<file path="src/rtl/dump_pkg.sv">
// dump_pkg: shared types and constants for the memory dumper.
//   dump_state_t   - controller state encoding
//   BYTES_PER_WORD - bytes emitted per memory word
//   HEADER_BYTES   - bytes in the word-count header
//   word_byte()    - selects byte idx of a word, idx 0 = most significant
package dump_pkg;

  typedef enum logic [2:0] {
    ST_IDLE      = 3'd0,
    ST_HEADER    = 3'd1,
    ST_READ_REQ  = 3'd2,
    ST_READ_WAIT = 3'd3,
    ST_SEND      = 3'd4,
    ST_DONE      = 3'd5
  } dump_state_t;

  localparam int unsigned BYTES_PER_WORD = 32'd4;
  localparam int unsigned HEADER_BYTES   = 32'd4;

  function automatic logic [7:0] word_byte(input logic [31:0] word, input logic [1:0] idx);
    logic [7:0] b;
    case (idx)
      2'd0:    b = word[31:24];
      2'd1:    b = word[23:16];
      2'd2:    b = word[15:8];
      2'd3:    b = word[7:0];
      default: b = 8'd0;
    endcase
    return b;
  endfunction

endpackage

</file>
<file path="src/rtl/memory_dumper_serializer.sv">
// word_serializer: loads a 32-bit word and offers it as bytes, MSB first,
// over a valid/ready handshake. Byte and valid are registered and stay
// stable while ready is low.
//   clk, reset    - clock, asynchronous active-low reset
//   load, word    - load a new word (only issued while idle)
//   ready         - downstream accepts the offered byte this cycle
//   data, valid   - offered byte
//   last_accept   - final byte of the word is being accepted this cycle
module word_serializer
  import dump_pkg::*;
#(
  parameter int unsigned NUM_BYTES = BYTES_PER_WORD
) (
  input  logic        clk,
  input  logic        reset,
  input  logic        load,
  input  logic [31:0] word,
  input  logic        ready,
  output logic [7:0]  data,
  output logic        valid,
  output logic        last_accept
);

  localparam logic [1:0] LAST_IDX = 2'(NUM_BYTES - 32'd1);

  logic [31:0] word_r;
  logic [1:0]  idx_r;
  logic [7:0]  data_r;
  logic        valid_r;
  logic        accept_s;

  // Handshake decode for the currently offered byte.
  always_comb begin
    accept_s    = valid_r && ready;
    last_accept = accept_s && (idx_r == LAST_IDX);
  end

  // Byte sequencing: the next byte is pre-registered so data is a flop output.
  always_ff @(posedge clk or negedge reset) begin
    if (!reset) begin
      word_r  <= 32'd0;
      idx_r   <= 2'd0;
      data_r  <= 8'd0;
      valid_r <= 1'b0;
    end else if (load) begin
      word_r  <= word;
      idx_r   <= 2'd0;
      data_r  <= word_byte(word, 2'd0);
      valid_r <= 1'b1;
    end else if (accept_s) begin
      if (idx_r == LAST_IDX) begin
        idx_r   <= 2'd0;
        data_r  <= 8'd0;
        valid_r <= 1'b0;
      end else begin
        idx_r  <= idx_r + 2'd1;
        data_r <= word_byte(word_r, idx_r + 2'd1);
      end
    end else begin
      idx_r   <= idx_r;
      data_r  <= data_r;
      valid_r <= valid_r;
    end
  end

  assign data  = data_r;
  assign valid = valid_r;

endmodule

</file>
<file path="src/rtl/memory_dumper.sv">
// memory_dumper: on start, reads word_count words from base_addr upward
// and streams them to a byte transmitter, optionally preceded by a
// 4-byte word-count header. All bytes are sent MSB first.
//   clk, reset                  - clock, asynchronous active-low reset
//   start, base_addr, word_count- dump request (accepted in IDLE only)
//   mem_out_addr/valid          - read request, held until mem_out_ready
//   mem_out_data/ready          - read data and one-cycle completion strobe
//   uart_in_data/valid/ready    - byte stream to transmitter
//   busy                        - dump in progress
//   done                        - one-cycle pulse after the last byte
module memory_dumper
  import dump_pkg::*;
#(
  parameter int HEADER_ENABLE = 1
) (
  input  logic        clk,
  input  logic        reset,
  input  logic        start,
  input  logic [31:0] base_addr,
  input  logic [31:0] word_count,
  output logic [31:0] mem_out_addr,
  output logic        mem_out_valid,
  input  logic [31:0] mem_out_data,
  input  logic        mem_out_ready,
  output logic [7:0]  uart_in_data,
  output logic        uart_in_valid,
  input  logic        uart_in_ready,
  output logic        busy,
  output logic        done
);

  dump_state_t state_r;
  logic [31:0] base_r;
  logic [31:0] count_r;
  logic [31:0] index_r;
  logic [31:0] index_next_s;
  logic [31:0] mem_addr_r;
  logic        mem_valid_r;
  logic        busy_r;
  logic        done_r;
  logic        ser_load_s;
  logic [31:0] ser_word_s;
  logic        ser_last_s;

  // Header and data words share one serializer, so the header is one word wide.
  word_serializer #(.NUM_BYTES(HEADER_BYTES)) u_ser (
    .clk         (clk),
    .reset       (reset),
    .load        (ser_load_s),
    .word        (ser_word_s),
    .ready       (uart_in_ready),
    .data        (uart_in_data),
    .valid       (uart_in_valid),
    .last_accept (ser_last_s)
  );

  // Serializer load: header word on accepted start, memory word on read completion.
  always_comb begin
    ser_load_s   = 1'b0;
    ser_word_s   = 32'd0;
    index_next_s = index_r + 32'd1;
    case (state_r)
      ST_IDLE: begin
        if (start && (HEADER_ENABLE != 0)) begin
          ser_load_s = 1'b1;
          ser_word_s = word_count;
        end else begin
          ser_load_s = 1'b0;
        end
      end
      ST_READ_REQ, ST_READ_WAIT: begin
        if (mem_out_ready) begin
          ser_load_s = 1'b1;
          ser_word_s = mem_out_data;
        end else begin
          ser_load_s = 1'b0;
        end
      end
      default: begin
        ser_load_s = 1'b0;
      end
    endcase
  end

  // Controller state, read request and status outputs.
  always_ff @(posedge clk or negedge reset) begin
    if (!reset) begin
      state_r     <= ST_IDLE;
      base_r      <= 32'd0;
      count_r     <= 32'd0;
      index_r     <= 32'd0;
      mem_addr_r  <= 32'd0;
      mem_valid_r <= 1'b0;
      busy_r      <= 1'b0;
      done_r      <= 1'b0;
    end else begin
      case (state_r)
        ST_IDLE: begin
          done_r <= 1'b0;
          if (start) begin
            base_r  <= base_addr;
            count_r <= word_count;
            index_r <= 32'd0;
            if (HEADER_ENABLE != 0) begin
              state_r <= ST_HEADER;
              busy_r  <= 1'b1;
            end else if (word_count == 32'd0) begin
              state_r <= ST_DONE;
              done_r  <= 1'b1;
            end else begin
              state_r     <= ST_READ_REQ;
              busy_r      <= 1'b1;
              mem_valid_r <= 1'b1;
              mem_addr_r  <= base_addr;
            end
          end
        end
        ST_HEADER: begin
          if (ser_last_s) begin
            if (count_r == 32'd0) begin
              state_r <= ST_DONE;
              busy_r  <= 1'b0;
              done_r  <= 1'b1;
            end else begin
              state_r     <= ST_READ_REQ;
              mem_valid_r <= 1'b1;
              mem_addr_r  <= base_r + index_r;
            end
          end
        end
        // A completion already in the request cycle is taken immediately.
        ST_READ_REQ: begin
          if (mem_out_ready) begin
            state_r     <= ST_SEND;
            mem_valid_r <= 1'b0;
          end else begin
            state_r <= ST_READ_WAIT;
          end
        end
        ST_READ_WAIT: begin
          if (mem_out_ready) begin
            state_r     <= ST_SEND;
            mem_valid_r <= 1'b0;
          end
        end
        ST_SEND: begin
          if (ser_last_s) begin
            index_r <= index_next_s;
            if (index_next_s == count_r) begin
              state_r <= ST_DONE;
              busy_r  <= 1'b0;
              done_r  <= 1'b1;
            end else begin
              state_r     <= ST_READ_REQ;
              mem_valid_r <= 1'b1;
              mem_addr_r  <= base_r + index_next_s;
            end
          end
        end
        ST_DONE: begin
          state_r <= ST_IDLE;
          busy_r  <= 1'b0;
          done_r  <= 1'b0;
        end
        default: begin
          state_r     <= ST_IDLE;
          mem_valid_r <= 1'b0;
          busy_r      <= 1'b0;
          done_r      <= 1'b0;
        end
      endcase
    end
  end

  assign mem_out_addr  = mem_addr_r;
  assign mem_out_valid = mem_valid_r;
  assign busy          = busy_r;
  assign done          = done_r;

endmodule
</file>
<file path="config.mk">
export PLATFORM = sky130hd
export DESIGN_NAME = memory_dumper
export DESIGN_NICKNAME = d
export VERILOG_FILES = /design/src/rtl/dump_pkg.sv /design/src/rtl/memory_dumper_serializer.sv /design/src/rtl/memory_dumper.sv
export SDC_FILE = /design/constraint.sdc
export NUM_CORES = 1
export LEC_CHECK = 0
export ABC_AREA = 1
export BUFFER_PORTS_ARGS = -buffer_cell sky130_fd_sc_hd__buf_2
export CORE_MARGIN = 2
export CORE_UTILIZATION = 30
export DETAILED_ROUTE_END_ITERATION = 8
export HOLD_SLACK_MARGIN = 0.15
export SYNTH_ARGS = -nofsm -noshare
export SYNTH_HDL_FRONTEND = slang
export SYNTH_HIERARCHICAL = 1
export SYNTH_SLANG_ARGS = --single-unit
export TNS_END_PERCENT = 30
</file>
<file path="constraint.sdc">
create_clock -name clk -period 6.6 [get_ports clk]
set_input_delay 0 -clock clk [delete_from_list [all_inputs] [get_ports clk]]
set_output_delay 0 -clock clk [all_outputs]
set_load 0.02 [all_outputs]
</file>
==> flow_summary.ini <==
[finish]
final_util_pct = 37.99
nNetsFinal = 1987
syn_to_final_growth_pct = 24.19
num_antenna_cells = 0
drive_above_1_share_pct = 13.05

[setup_path]
start_kind = register
cp-startpoint = state_r[0]
cp_max_fo = 28
worst_ep_arrival_time_ns = 4.26
timing.rr.end = mem_out_addr[28]
r2r-start = state_r[0]
r2r_slack_ns = 2.66
worstSetupPathType = register to register
crit_required_ns = 6.92
endpoint_kind = register
rr_worst_depth = 15

[yosys]
synth_area_per_cell_um2 = 6.929
ys_top_cells_by_count = nand2_1, dfrtp_1, inv_1, nand3_1, o21ai_0
synth_most_common_cell = nand2_1
ys.flop_type = dfrtp_1
yosys-top-cells-area = dfrtp_1, nand2_1, nand3_1
ys_seq_elements = 169
synth_compound_area_share_pct = 10.53
synth_nets = 1770
synth_top_family_by_area = simple AND/OR/NAND/NOR gates
synth.area.mux_share_pct = 0
yosys_warnings = 6
yosysTopAreaCell = dfrtp_1
synth-edff-count = 0
synthArstFlopShare_pct = 100.0
synth-xor-area-share_pct = 2.880
yosysTopAreaCellShare_pct = 37.58
syn_inst = 1624
ys_seq_area_share_pct = 37.58
synthSimpleGateAreaFrac_pct = 36.16
ys_types = 45
synthAdderAreaFrac_pct = 5.070
syn-cell-area_mm2 = 0.01125

[placement]
gp_congestion = 0.8944
port_buffers = 144
dp_worst_setup_slack_ns = 2.668
dpl.hpwl_um = 28100

[global_route]
grt_antenna_before_repair = 0
grt_start_max_net_pins = 91
overflow = 0
track_usage_pct = 19.33
grt_pass1_wl_um = 58470
grt_pass1_vias = 10940

[timing]
report.final.hold_viol_count = 0
fmax_mhz = 253.7
rsz0062_at_grt = no
relSlewSlack_pct = 30.29
period_minus_slack_ns = 3.941
finalCritPeriodShare_pct = 59.71
setup_ws_ns = 2.659
fin_skew_ns = 0.01209
worst_pin_slew_ns = 1.046
slew_viol_final = 0
finalSetupViolCount = 0
timing.setup.tns_ns = 0

[clock_tree]
cts_tree = yes
clkSinkCount = 169
root_buffer = clkbuf_16
cts.clk_slew.worst_paths_ns = 0.07
numCtsBuffers = 17
cts_resized = 0
clockBufferDepth = 2
htreeDepth = 4
worstSkewPairLatency_ns = 0.46

[floorplanning]
die-area_mm2 = 0.03908
initial_utilization_pct = 30.59
die_h_um = 197.7
die_x_um = 197.7
std_cell_rows = 70
core_mm2 = 0.03679
ios = 145

[power]
power.share.clock_pct = 22.0
power_switching_uw = 2193
peakVddDrop_uv = 188.4
netSwitchingFraction_pct = 44.43
power_density_mw_per_mm2 = 353.1
comb_power_share_pct = 43.5
p_seq_share_pct = 34.4
p_int_uw = 2742
p_leak_uw = 0.007082

[drt]
drt_wl_total_um = 37390
vias = 11260
drc = 0
post_drt_via_cell_ratio = 4.848
firstDrtPassIters = 5
drt_iter0_drc = 802
post_drt_wl_per_cell_um = 16.10
ant_nets = 0

[worst_hold_path]
hold_path.class = input pin to register
hold_path_end = u_ser/data[3]
min-delay-start = uart_in_ready
hold_depth = 6

[run_status]
status = complete, no violations

[job]
maxCapViolations = 0
## state kept, by name, indices dropped and copies added (netlist names)
register	cells
base_r	32
busy	1
count_r	32
done	1
index_r	32
mem_out_addr	32
mem_out_valid	1
state_r	3
u_ser/data	8
u_ser/idx_r	2
u_ser/valid	1
u_ser/word_r	24
## stage by stage
step	hold slack (ns)	instances	total power [uW]	cell area, um2
floorplan	-0.2956	1624	3199	11250
global placement	0.1622	2190	3801	12350
detailed placement	0.1638	2190	3827	12350
CTS	0.1502	2322	4982	13980
global route	0.1917	2322	5322	13980
finish	0.1623	2322	4935	13980
## final cells by class
| class | count | area [um2] |
|---|---|---|
| clock buffer | 20 | 466.7 |
| clock inverter | 12 | 162.7 |
| fill | 3956 | 22810 |
| inverter | 151 | 574.3 |
| multi-input combinational | 1250 | 6170 |
| sequential | 169 | 4229 |
| tap | 468 | 585.6 |
| timing repair buffer | 252 | 1788 |
## how the worst max path moves through the flow
stage                       endpoint  depth (start not counted)
CTS                 mem_out_addr[28]                         15
floorplan           mem_out_addr[28]                         17
global placement    mem_out_addr[23]                         16
detailed placement  mem_out_addr[23]                         16
finish              mem_out_addr[28]                         15
global route        mem_out_addr[29]                         18
## repair_timing
| action | in CTS | in global routing |
|---|---|---|
| setup buffers | 0 | 0 |
| hold endpoints to repair | 188 | 0 |
| hold buffers | 100 | 0 |
| setup endpoints to repair | 0 | 0 |
## cell usage in the layout (no fill, tap or decap), types with 9 or more instances in the layout
cell	count
o21ai_1	24
dlygate4sd3_1	100
inv_1	148
o21ai_0	113
buf_2	143
nor3_1	9
nand3_1	149
nor2_1	94
xor2_1	22
nand2_2	16
a21oi_1	37
dfrtp_1	169
ha_1	44
nand4_1	14
clkbuf_16	17
xnor2_1	15
o21ai_2	10
nand2_1	637
## per-layer routing
layer	GRT usage, %	share of wire, %	up-vias
li1	-	-	5660
met1	25.28	45	5291
met2	32.43	48	249
met3	2.698	3.6	56
met4	7.268	3.0	0
met5	0	0	-
## logic make-up (layout without fill, tap and decap cells)
logic type / count (synthesis) / after routing
AND/OR/NAND/NOR: 954 / 954
AO/OA/AOI/OAI: 214 / 214
buffers and inverters: 205 / 435
flip-flops: 169 / 169
adder cells (fa/ha/maj): 45 / 45
XOR/XNOR: 37 / 37
## critical path, stage by stage (launching register included)
cell and delay, ns:
dfrtp_1 0.44, nor2_1 0.12, inv_1 0.08, nor2_4 0.48, ha_1 0.35, inv_1 0.06, ha_1 0.16, inv_1 0.06
fa_1 0.41, o21ai_0 0.38, a21oi_1 0.25, o21ai_0 0.45, nand4_1 0.17, nand2_1 0.13, xor2_1 0.18, o21ai_2 0.07
## power by group through the flow
stage | sequential, uW | clock (uW) | combinational [uW]
floorplan | 1750 | 0 | 1450
global placement | 1710 | 0 | 2090
detailed placement | 1720 | 0 | 2110
CTS | 1700 | 1110 | 2170
global route | 1750 | 1140 | 2430
finish | 1700 | 1090 | 2150
Power figures use the tool's default switching activity.
